==> src/rtl/shreg_seq_ctrl_pkg.sv <==
// Shared types and constants for the universal shift register sequencer.
// Mode encodings match the register's {A1,A0} select pins.
package shreg_ctrl_pkg;

    localparam logic [1:0] MODE_HOLD = 2'b00;
    localparam logic [1:0] MODE_DOWN = 2'b01;
    localparam logic [1:0] MODE_UP   = 2'b10;
    localparam logic [1:0] MODE_LOAD = 2'b11;

    typedef enum logic [1:0] {
        CMD_LOAD       = 2'b00,
        CMD_SHIFT_DOWN = 2'b01,
        CMD_SHIFT_UP   = 2'b10,
        CMD_RSVD       = 2'b11
    } cmd_t;

    typedef enum logic [1:0] {
        FILL_ZERO   = 2'b00,
        FILL_ONE    = 2'b01,
        FILL_ROTATE = 2'b10,
        FILL_SIGN   = 2'b11
    } fill_t;

    typedef enum logic [1:0] {
        ST_IDLE  = 2'b00,
        ST_LOAD  = 2'b01,
        ST_SHIFT = 2'b10,
        ST_DONE  = 2'b11
    } state_t;

    // rot_bit is the bit leaving the far end; sgn_bit is the bit at the
    // entry end, which is replicated for sign fill.
    function automatic logic fill_bit(fill_t f, logic rot_bit, logic sgn_bit);
        case (f)
            FILL_ZERO:   fill_bit = 1'b0;
            FILL_ONE:    fill_bit = 1'b1;
            FILL_ROTATE: fill_bit = rot_bit;
            default:     fill_bit = sgn_bit;
        endcase
    endfunction

endpackage

==> src/rtl/shreg_seq_ctrl_if.sv <==
// Command handshake between a requester and the shift register sequencer.
interface shreg_seq_ctrl_if
    import shreg_ctrl_pkg::*;
#(
    parameter int N  = 8,
    parameter int CW = $clog2(N + 1)
);
    logic          start;
    cmd_t          cmd;
    fill_t         fill;
    logic [CW-1:0] amount;
    logic [N-1:0]  data_in;
    logic          busy;
    logic          done;

    modport master (
        output start, cmd, fill, amount, data_in,
        input  busy, done
    );

    modport slave (
        input  start, cmd, fill, amount, data_in,
        output busy, done
    );
endinterface

==> src/rtl/shreg_seq_ctrl.sv <==
// Sequencer driving a universal shift register: one load or multi-cycle
// shift per accepted command, with a one-cycle done pulse at the end.
module shreg_seq_ctrl
    import shreg_ctrl_pkg::*;
#(
    parameter int N  = 8,
    parameter int CW = $clog2(N + 1)
) (
    input  logic                  clock,
    input  logic                  reset,
    shreg_seq_ctrl_if.slave       cif,
    input  logic [N-1:0]          q,
    output logic [1:0]            mode,
    output logic                  dl,
    output logic                  dr,
    output logic [N-1:0]          d
);
    state_t        state_q, state_d;
    cmd_t          cmd_q,   cmd_d;
    fill_t         fill_q,  fill_d;
    logic [CW-1:0] cnt_q,   cnt_d;
    logic [N-1:0]  data_q,  data_d;
    logic [1:0]    mode_q,  mode_d;
    logic          busy_q,  busy_d;
    logic          done_q,  done_d;
    logic [CW-1:0] amt_clamp;

    assign amt_clamp = (cif.amount > CW'(N)) ? CW'(N) : cif.amount;

    always_comb begin
        state_d = state_q;
        cmd_d   = cmd_q;
        fill_d  = fill_q;
        cnt_d   = cnt_q;
        data_d  = data_q;
        case (state_q)
            ST_IDLE: begin
                if (cif.start) begin
                    cmd_d  = cif.cmd;
                    fill_d = cif.fill;
                    data_d = cif.data_in;
                    cnt_d  = (cif.cmd == CMD_RSVD) ? '0 : amt_clamp;
                    if (cif.cmd == CMD_LOAD)
                        state_d = ST_LOAD;
                    else if (cif.cmd == CMD_RSVD || amt_clamp == '0)
                        state_d = ST_DONE;
                    else
                        state_d = ST_SHIFT;
                end
            end
            ST_LOAD: state_d = ST_DONE;
            ST_SHIFT: begin
                cnt_d = cnt_q - CW'(1);
                if (cnt_q == CW'(1)) state_d = ST_DONE;
            end
            default: state_d = ST_IDLE;
        endcase

        // Outputs are decoded from the next state so they come straight off flops.
        mode_d = MODE_HOLD;
        busy_d = 1'b1;
        done_d = 1'b0;
        case (state_d)
            ST_IDLE:  busy_d = 1'b0;
            ST_LOAD:  mode_d = MODE_LOAD;
            ST_SHIFT: mode_d = (cmd_d == CMD_SHIFT_DOWN) ? MODE_DOWN : MODE_UP;
            default:  done_d = 1'b1;
        endcase
    end

    always_ff @(posedge clock) begin
        if (!reset) begin
            state_q <= ST_IDLE;
            cmd_q   <= CMD_LOAD;
            fill_q  <= FILL_ZERO;
            cnt_q   <= '0;
            data_q  <= '0;
            mode_q  <= MODE_HOLD;
            busy_q  <= 1'b0;
            done_q  <= 1'b0;
        end else begin
            state_q <= state_d;
            cmd_q   <= cmd_d;
            fill_q  <= fill_d;
            cnt_q   <= cnt_d;
            data_q  <= data_d;
            mode_q  <= mode_d;
            busy_q  <= busy_d;
            done_q  <= done_d;
        end
    end

    // Fill follows the live q so every step sees the freshly shifted value.
    always_comb begin
        dl = 1'b0;
        dr = 1'b0;
        if (state_q == ST_SHIFT) begin
            if (cmd_q == CMD_SHIFT_DOWN) dr = fill_bit(fill_q, q[0], q[N-1]);
            else                         dl = fill_bit(fill_q, q[N-1], q[0]);
        end
    end

    assign mode     = mode_q;
    assign d        = data_q;
    assign cif.busy = busy_q;
    assign cif.done = done_q;
endmodule

==> src/flat_wrapper.sv <==
// flat-port wrapper written by rule: the top's interface ports become plain ports
module shreg_seq_ctrl_flat import shreg_ctrl_pkg::*;
#(
    parameter int N  = 8,
    parameter int CW = $clog2(N + 1)
)
  (clock, reset, q, mode, dl, dr, d, cif_start, cif_cmd, cif_fill, cif_amount, cif_data_in, cif_busy, cif_done);
  shreg_seq_ctrl_if #(.N(N), .CW(CW)) cif_i ();
  input  logic clock;
  input  logic reset;
  input  logic [N-1:0] q;
  output logic [1:0] mode;
  output logic dl;
  output logic dr;
  output logic [N-1:0] d;
  input wire logic [$bits(cif_i.start)-1:0] cif_start;
  input wire logic [$bits(cif_i.cmd)-1:0] cif_cmd;
  input wire logic [$bits(cif_i.fill)-1:0] cif_fill;
  input wire logic [$bits(cif_i.amount)-1:0] cif_amount;
  input wire logic [$bits(cif_i.data_in)-1:0] cif_data_in;
  output wire logic [$bits(cif_i.busy)-1:0] cif_busy;
  output wire logic [$bits(cif_i.done)-1:0] cif_done;
  assign cif_i.start = cif_start;
  assign cif_i.cmd = cif_cmd;
  assign cif_i.fill = cif_fill;
  assign cif_i.amount = cif_amount;
  assign cif_i.data_in = cif_data_in;
  assign cif_busy = cif_i.busy;
  assign cif_done = cif_i.done;
  shreg_seq_ctrl #(.N(N), .CW(CW)) u_core (.clock(clock), .reset(reset), .cif(cif_i), .q(q), .mode(mode), .dl(dl), .dr(dr), .d(d));
endmodule
==> config.mk <==
export PLATFORM = sky130hd
export DESIGN_NAME = shreg_seq_ctrl_flat
export DESIGN_NICKNAME = d
export VERILOG_FILES = /design/src/rtl/shreg_seq_ctrl_pkg.sv /design/src/rtl/shreg_seq_ctrl_if.sv /design/src/rtl/shreg_seq_ctrl.sv /design/src/flat_wrapper.sv
export SDC_FILE = /design/constraint.sdc
export NUM_CORES = 1
export LEC_CHECK = 0
export BUFFER_PORTS_ARGS = -buffer_cell sky130_fd_sc_hd__buf_2
export CELL_PAD_IN_SITES_DETAIL_PLACEMENT = 0
export CELL_PAD_IN_SITES_GLOBAL_PLACEMENT = 2
export CORE_UTILIZATION = 24
export DETAILED_ROUTE_END_ITERATION = 7
export HOLD_SLACK_MARGIN = 0.12
export PLACE_DENSITY = 0.76
export SETUP_SLACK_MARGIN = 0.1
export SYNTH_ARGS = -nofsm -noshare
export SYNTH_HDL_FRONTEND = slang
export SYNTH_SLANG_ARGS = --single-unit
==> constraint.sdc <==
create_clock -name clock -period 2 [get_ports clock]
set_clock_uncertainty 0.15 [all_clocks]
set_input_delay 0.6 -clock clock [delete_from_list [all_inputs] [get_ports clock]]
set_output_delay 0.6 -clock clock [all_outputs]
set_load 0.01 [all_outputs]
==> results of run 1 <==
cells by family after synthesis:
family,synth area share
XOR/XNOR,0.0156
AO/OA/AOI/OAI,0.227
AND/OR/NAND/NOR,0.215
adder cells (fa/ha/maj),0.111
buffers and inverters,0.0379
flip-flops,0.392
power by group:
| part | internal [mW] | switching [mW] | total, mW |
|---|---|---|---|
| logic | 0.603 | 0.634 | 1.24 |
| registers | 0.578 | 0.0856 | 0.664 |
| clock network | 0.267 | 0.146 | 0.413 |
| total | 1.45 | 0.866 | 2.32 |
worst register-to-register path: cells and delay by family, from the launching register on:
| kind | cells | cell delay (ns) |
|---|---|---|
| DFF | 1 | 0.34 |
| AOI/OAI and AO/OA | 2 | 0.20 |
| adders and majority gates | 2 | 0.48 |
| buffers and inverters | 2 | 0.17 |
| and+or+nand+nor | 2 | 0.39 |
per-stage QoR:
step | area (sq um) | utilization | power [mW] | setup TNS, ns | setup WS [ns]
2_1_floorplan | 1140 | - | 1.36 | -0.178 | -0.0898
3_3_place_gp | 1450 | 0.329 | 1.71 | -0.957 | -0.320
3_5_place_dp | 1450 | 0.329 | 1.74 | -0.871 | -0.296
4_1_cts | 1600 | 0.361 | 2.24 | 0 | 0.0474
5_1_grt | 1630 | 0.370 | 2.52 | -0.0440 | -0.0273
6_report | 1630 | 0.370 | 2.32 | 0 | 0.0669
registers in the layout (all words and copies together), names as in the netlist:
name             flops
u_core.d             8
u_core.cnt_q         4
u_core.cmd_q         2
u_core.fill_q        2
u_core.mode          2
u_core.state_q       2
u_core.cif.busy      1
u_core.cif.done      1
layout make-up:
type,instances,area (sq um)
clock buffer,3,41.3
clock inverter,1,30.0
fill,458,2780
inverter,5,21.3
multi-input combinational,103,719
sequential,22,448
tap,52,65.1
timing repair buffer,50,307
layer usage:
metal / vias up / global-route usage
li1: 559 / -
met1: 477 / 0.141
met2: 20 / 0.192
met3: 4 / 0.0274
met4: 0 / 0.0333
met5: - / 0
timing repair:
item	4_1_cts	5_1_grt
pin swaps	6	1
setup buffers	2	0
setup endpoints to repair	4	8
resized for setup	13	10
hold buffers	0	0
synthesized netlist by cell type:
| cell type | n |
|---|---|
| or2_2 | 1 |
| o21ai_1 | 2 |
| nor3_1 | 1 |
| o21ai_0 | 6 |
| o221ai_1 | 1 |
| a22oi_1 | 2 |
| and3_4 | 1 |
| or2_1 | 1 |
| o2bb2ai_1 | 1 |
| nor4_1 | 2 |
| and2_1 | 2 |
| nand2b_1 | 2 |
| nand2_1 | 29 |
| a211oi_1 | 1 |
| a31o_1 | 1 |
| ha_1 | 10 |
| buf_4 | 1 |
| nand4b_1 | 1 |
| a21oi_1 | 9 |
| clkbuf_1 | 3 |
| and3_1 | 1 |
| a31oi_1 | 1 |
| a2bb2oi_1 | 1 |
| inv_2 | 1 |
| inv_1 | 4 |
| xor2_1 | 1 |
| nand3_1 | 1 |
| nor2b_1 | 2 |
| buf_2 | 1 |
| dfxtp_1 | 22 |
| a21boi_0 | 12 |
| nor2_1 | 9 |
| o41ai_2 | 1 |
| xnor2_1 | 1 |
worst min-delay path by stage:
| stage | start | endpoint | slack [ns] | depth (start not counted) |
|---|---|---|---|---|
| 2_1_floorplan | u_core.cmd_q[1]$_SDFF_PN0_ | u_core.cmd_q[1]$_SDFF_PN0_ | 0.30 | 2 |
| 5_1_grt | u_core.d[0]$_SDFFE_PN0P_ | u_core.d[0]$_SDFFE_PN0P_ | 0.34 | 2 |
| 3_5_place_dp | u_core.d[1]$_SDFFE_PN0P_ | u_core.d[1]$_SDFFE_PN0P_ | 0.31 | 2 |
| 6_report | u_core.d[6]$_SDFFE_PN0P_ | u_core.d[6]$_SDFFE_PN0P_ | 0.31 | 2 |
| 3_3_place_gp | u_core.d[3]$_SDFFE_PN0P_ | u_core.d[3]$_SDFFE_PN0P_ | 0.30 | 2 |
| 4_1_cts | u_core.d[1]$_SDFFE_PN0P_ | u_core.d[1]$_SDFFE_PN0P_ | 0.32 | 2 |
==> impl_metrics.csv, run 1 <==
group,metric,value,unit
synthesis,yosys.area.top_type,"dfxtp_1",
detailed_routing,ant_nets,0,
timing,fmax,517,MHz
power_and_ir_drop,vdd_ir_drop_max,0.516,mV
critical_path,crit_cells,8,
die,die_x,70.4,microns
global_routing,antenna_found_initial,0,
synthesis,ys_seq_elements,22,
placed_design,gp_congestion,0.773,
critical_path,reg2reg_depth,8,
min_path,hold_class,"reg2reg",
cts,numCtsBuffers,3,
die,dieArea,4950,sq um
critical_path,cp_max_fo,2,
timing,finalCritPeriodShare,0.967,
detailed_routing,wl_met2,1240,microns
synthesis,synth_area_leaders,"dfxtp_1, ha_1, nand2_1, a21boi_0, a21oi_1",
cts,clock-root-buffer,"clkbuf_8",
synthesis,syn_area_per_cell,8.31,sq um
critical_path,crit_path_cell_trace,"buf_8, o41ai_4, o221ai_1, and3_4, or2_4, ha_2, a31oi_1, nor2_1",
synthesis,synth_top_area_frac,0.392,
final_layout,layout.nets,222,
detailed_routing,vias_per_cell,4.49,
final_layout,area_growth,45.4,%
detailed_routing,first_pass_iters,4,
synthesis,synth_cell_types,34,
synthesis,synthCells,135,
critical_path,critPathBufInv,1,
cts,numClockSinks,22,
critical_path,critPathTopFamily,"compound AO/OA/AOI/OAI gates",
global_routing,grt.overflow.total,0,
critical_path,crit_required,2.01,ns
critical_path,reg2reg_slack,0.17,ns
synthesis,syn_area,1120,sq um
timing,hold_violations,0,
die,ios,41,
die,start_util,0.254,
synthesis,yosysWarnings,0,
detailed_routing,drc,0,
final_layout,antenna_cells,0,
global_routing,grt_usage,0.113,
placed_design,dp_hpwl,2020,microns
final_layout,final_cell_mix,"buf_2, nand2_1, buf_4, dfxtp_1, a21boi_0",
detailed_routing,dr_total_vias,1060,
power_and_ir_drop,leakage,0.716,nW
timing,worstMarginPinSlew,0.330,ns
detailed_routing,topRoutingLayerUsed,"met4",
die,coreArea,4410,sq um
die,die_height,70.4,microns
status,status,"completed",
cts,clockBufferDepth,2,
global_routing,grt_max_degree,22,
cts,cts_tree,"done",
global_routing,grt_pass1_vias,1048,
detailed_routing,wl_met3,114,microns
timing,maxSlewViolCount,0,
detailed_routing,m1WireLength,1260,microns
synthesis,syn-num-nets,172,
critical_path,crit_type,"in2reg",
critical_path,critPathCapture,"u_core.mode[1]$_SDFF_PN0_",
die,rows,24,
critical_path,startpoint,"cif_amount[0]",
timing,rsz0062_at_grt,"true",
cts,cts.reportedPaths.clkPinSlew,0.08,ns
placed_design,numPortBuffers,34,
power_and_ir_drop,cellPowerDensity,1420,nW/um^2
critical_path,arrival,1.95,ns
run,max-cap-violations,0,
cts,htreeDepth,1,
critical_path,end_kind,"flip-flop",
final_layout,final_common_cell,"buf_2",
detailed_routing,wl_per_cell,11.2,microns
timing,finalSetupViolCount,0,
timing,finalCriticalPeriod,1.93,ns
final_layout,stdcell_count,236,
timing,worst_hold_slack,0.311,ns
critical_path,start_kind,"input pin",
synthesis,ys_seq_area_frac,0.392,
detailed_routing,routed_wl,2640,microns
critical_path,regToRegStartpoint,"u_core.state_q[0]$_SDFF_PN0_",
cts,clkLatencyLatePin,0.26,ns
critical_path,r2r_end,"u_core.mode[1]$_SDFF_PN0_",
final_layout,drive_gt1_frac,0.424,
critical_path,max_stage_delay,0.33,ns
critical_path,crit_slowest_cell,"o41ai_4",
timing,relSlewSlack,0.780,
detailed_routing,drtIter0Drc,17,
global_routing,grt_pass1_wl,4520,microns
placed_design,dp_cells,230,
Note: power is estimated with default switching activity, not from simulation.
==> inputs of run 2 (changes only) <==
--- a/config.mk
+++ b/config.mk
@@ -5,13 +5,15 @@
 export SDC_FILE = /design/constraint.sdc
 export NUM_CORES = 1
 export LEC_CHECK = 0
+export ABC_AREA = 1
 export BUFFER_PORTS_ARGS = -buffer_cell sky130_fd_sc_hd__buf_2
 export CELL_PAD_IN_SITES_DETAIL_PLACEMENT = 0
 export CELL_PAD_IN_SITES_GLOBAL_PLACEMENT = 2
-export CORE_UTILIZATION = 24
+export CORE_UTILIZATION = 23
 export DETAILED_ROUTE_END_ITERATION = 7
 export HOLD_SLACK_MARGIN = 0.12
-export PLACE_DENSITY = 0.76
+export PLACE_DENSITY = 0.77
+export REMOVE_ABC_BUFFERS = 1
 export SETUP_SLACK_MARGIN = 0.1
 export SYNTH_ARGS = -nofsm -noshare
 export SYNTH_HDL_FRONTEND = slang
==> impl_metrics.csv, run 2 <==
group,metric,value,unit
cts,clockBufferDepth,2,
detailed_routing,drtIter0Drc,28,
detailed_routing,vias_per_cell,4.14,
cts,numClockSinks,22,
timing,hold_violations,0,
timing,fmax,533,MHz
synthesis,synth-edff-count,0,
synthesis,yosysWarnings,0,
die,coreArea,4500,sq um
timing,finalSetupViolCount,0,
synthesis,syn_area,1110,sq um
die,die_x,71.5,microns
critical_path,crit_type,"reg2out",
synthesis,synth_commonest_cells,"nor2_1, nand2_1, dfxtp_1",
synthesis,synthCells,153,
die,rows,24,
detailed_routing,dr_total_vias,1014,
die,dieArea,5120,sq um
final_layout,drive_gt1_frac,0.290,
critical_path,regToRegStartpoint,"u_core.state_q[0]$_SDFF_PN0_",
detailed_routing,ant_nets,0,
power_and_ir_drop,pwr-share-comb,0.487,
power_and_ir_drop,p_sw,0.853,mW
final_layout,stdcell_count,245,
status,status,"completed",
global_routing,grt_usage,0.106,
timing,setup_tns,0,ns
cts,ctsHoldBuffers,0,
detailed_routing,wl_per_cell,10.1,microns
critical_path,end_kind,"primary output",
final_layout,layout.nets,231,
final_layout,area.sequential,443,sq um
final_layout,fill_cells,505,
die,start_util,0.247,
power_and_ir_drop,netSwitchingFraction,0.395,
global_routing,grt_pass1_wl,4250,microns
power_and_ir_drop,seq_power_share,0.321,
power_and_ir_drop,clkPwrFrac,0.192,
critical_path,cp_max_fo,3,
cts,clock-root-buffer,"clkbuf_8",
cts,numCtsBuffers,3,
final_layout,largest_reg_flops,8,
synthesis,ys_seq_elements,22,
power_and_ir_drop,cellPowerDensity,1460,nW/um^2
run,max-cap-violations,0,
final_layout,stdcell_area,1480,sq um
synthesis,synth_area_leaders,"dfxtp_1, ha_1, nor2_1, nand2_1, o21ai_0",
placed_design,placed_area,1350,sq um
final_layout,area_growth,32.6,%
detailed_routing,drc,0,
synthesis,ys.flop_type,"dfxtp_1",
power_and_ir_drop,vdd_ir_drop_max,0.349,mV
synthesis,async_flop_share,0,
die,die_height,71.5,microns
global_routing,grt_pass1_vias,978,
cts,clkLatencyLatePin,0.26,ns
critical_path,crit_required,1.25,ns
power_and_ir_drop,leakage,0.735,nW
final_layout,antenna_cells,0,
power_and_ir_drop,p_int,1.31,mW
detailed_routing,first_pass_iters,4,
placed_design,gp_congestion,0.743,
cts,cts.reportedPaths.clkPinSlew,0.08,ns
min_path,worstHoldStart,"u_core.d[2]$_SDFFE_PN0P_",
timing,relSlewSlack,0.791,
placed_design,numPortBuffers,34,
synthesis,yosys.area.top_type,"dfxtp_1",
placed_design,dp_hpwl,1880,microns
timing,finalCriticalPeriod,1.88,ns
final_layout,final_common_cell,"buf_2",
die,ios,41,
synthesis,yosysMostFrequentCell,"nor2_1",
global_routing,grt.overflow.total,0,
timing,rsz0062_at_grt,"true",
critical_path,startpoint,"u_core.state_q[0]$_SDFF_PN0_",
synthesis,synth_cell_types,21,
synthesis,syn_area_per_cell,7.27,sq um
global_routing,antenna_found_initial,0,
timing,worstMarginPinSlew,0.314,ns
critical_path,arrival,1.13,ns
final_layout,final_cell_mix,"buf_2, nor2_1, nand2_1",
detailed_routing,routed_wl,2480,microns
critical_path,start_kind,"flip-flop",
timing,maxSlewViolCount,0,
synthesis,ys_seq_area_frac,0.396,
final_layout,multi_input_area,608,sq um
synthesis,synth_top_area_frac,0.396,
cts,cts_tree,"done",
cts,htreeDepth,1,
power_and_ir_drop,power,2.16,mW
min_path,hold_class,"reg2reg",
placed_design,dp_cells,239,
timing,finalCritPeriodShare,0.938,
global_routing,grt_max_degree,18,
run 2: cell types whose count changed in the layout (fill, tap and decap cells not counted), sizes merged, moves of 4 or more:
cell / previous run / this run
a21boi: 12 / 0
buf: 50 / 38
inv: 5 / 21
nand3: 1 / 5
nor2: 9 / 29
o21ai: 8 / 20
run 2: worst paths after layout:
| kind | to | slack (ns) | cells after the start |
|---|---|---|---|
| min reg2reg | u_core.d[2]$_SDFFE_PN0P_ | 0.33 | 2 |
| max reg2reg | u_core.mode[1]$_SDFF_PN0_ | 0.30 | 10 |
| min | u_core.d[2]$_SDFFE_PN0P_ | 0.33 | 2 |
| max | dl | 0.12 | 5 |
run 2: cell type report:
type,instances,share of cell area
multi-input cells,107,0.412
flip-flops and latches,22,0.300
repair buffers,38,0.136
inverters,22,0.0594
well taps,52,0.0441
clock buffers,3,0.0280
clock inverters,1,0.0204
run 2: what timing repair did:
item,CTS,global route
setup endpoints to repair,2,4
pin swaps,2,1
setup buffers,2,0
gates resized for setup,7,3
run 2: critical path: stages, from the launching register on:
cell and delay, ns:
dfxtp_2 0.33, inv_2 0.07, ha_4 0.14, inv_2 0.04, a211oi_2 0.12, buf_2 0.15
run 2: logic make-up after synthesis:
logic type,synth area share
AO/OA/AOI/OAI,0.174
XOR/XNOR,0.00788
adder cells (fa/ha/maj),0.112
buffers and inverters,0.0866
flip-flops,0.396
AND/OR/NAND/NOR,0.223
run 2: power groups by stage:
stage / logic (mW) / clock network (mW) / registers (mW)
global route: 1.21 / 0.454 / 0.719
detailed placement: 0.988 / 0 / 0.691
CTS: 1.04 / 0.433 / 0.693
floorplan: 0.661 / 0 / 0.729
finish: 1.05 / 0.415 / 0.692
global placement: 0.990 / 0 / 0.693
run 2: stage by stage:
stage | util | setup slack (ns) | hold slack [ns]
6_report | 0.328 | 0.124 | 0.331
5_1_grt | 0.328 | 0.0116 | 0.378
4_1_cts | 0.325 | 0.106 | 0.341
2_1_floorplan | - | 0.204 | 0.317
3_5_place_dp | 0.301 | 0.0462 | 0.322
3_3_place_gp | 0.301 | 0.0731 | 0.310
run 2: layer usage:
layer / up-vias / GRT usage / wire length (microns)
met1: 424 / 0.133 / 1240
met3: 2 / 0.0197 / 111
met5: - / 0 / 0
met2: 24 / 0.179 / 1090
met4: 0 / 0.0458 / 34
li1: 564 / - / -
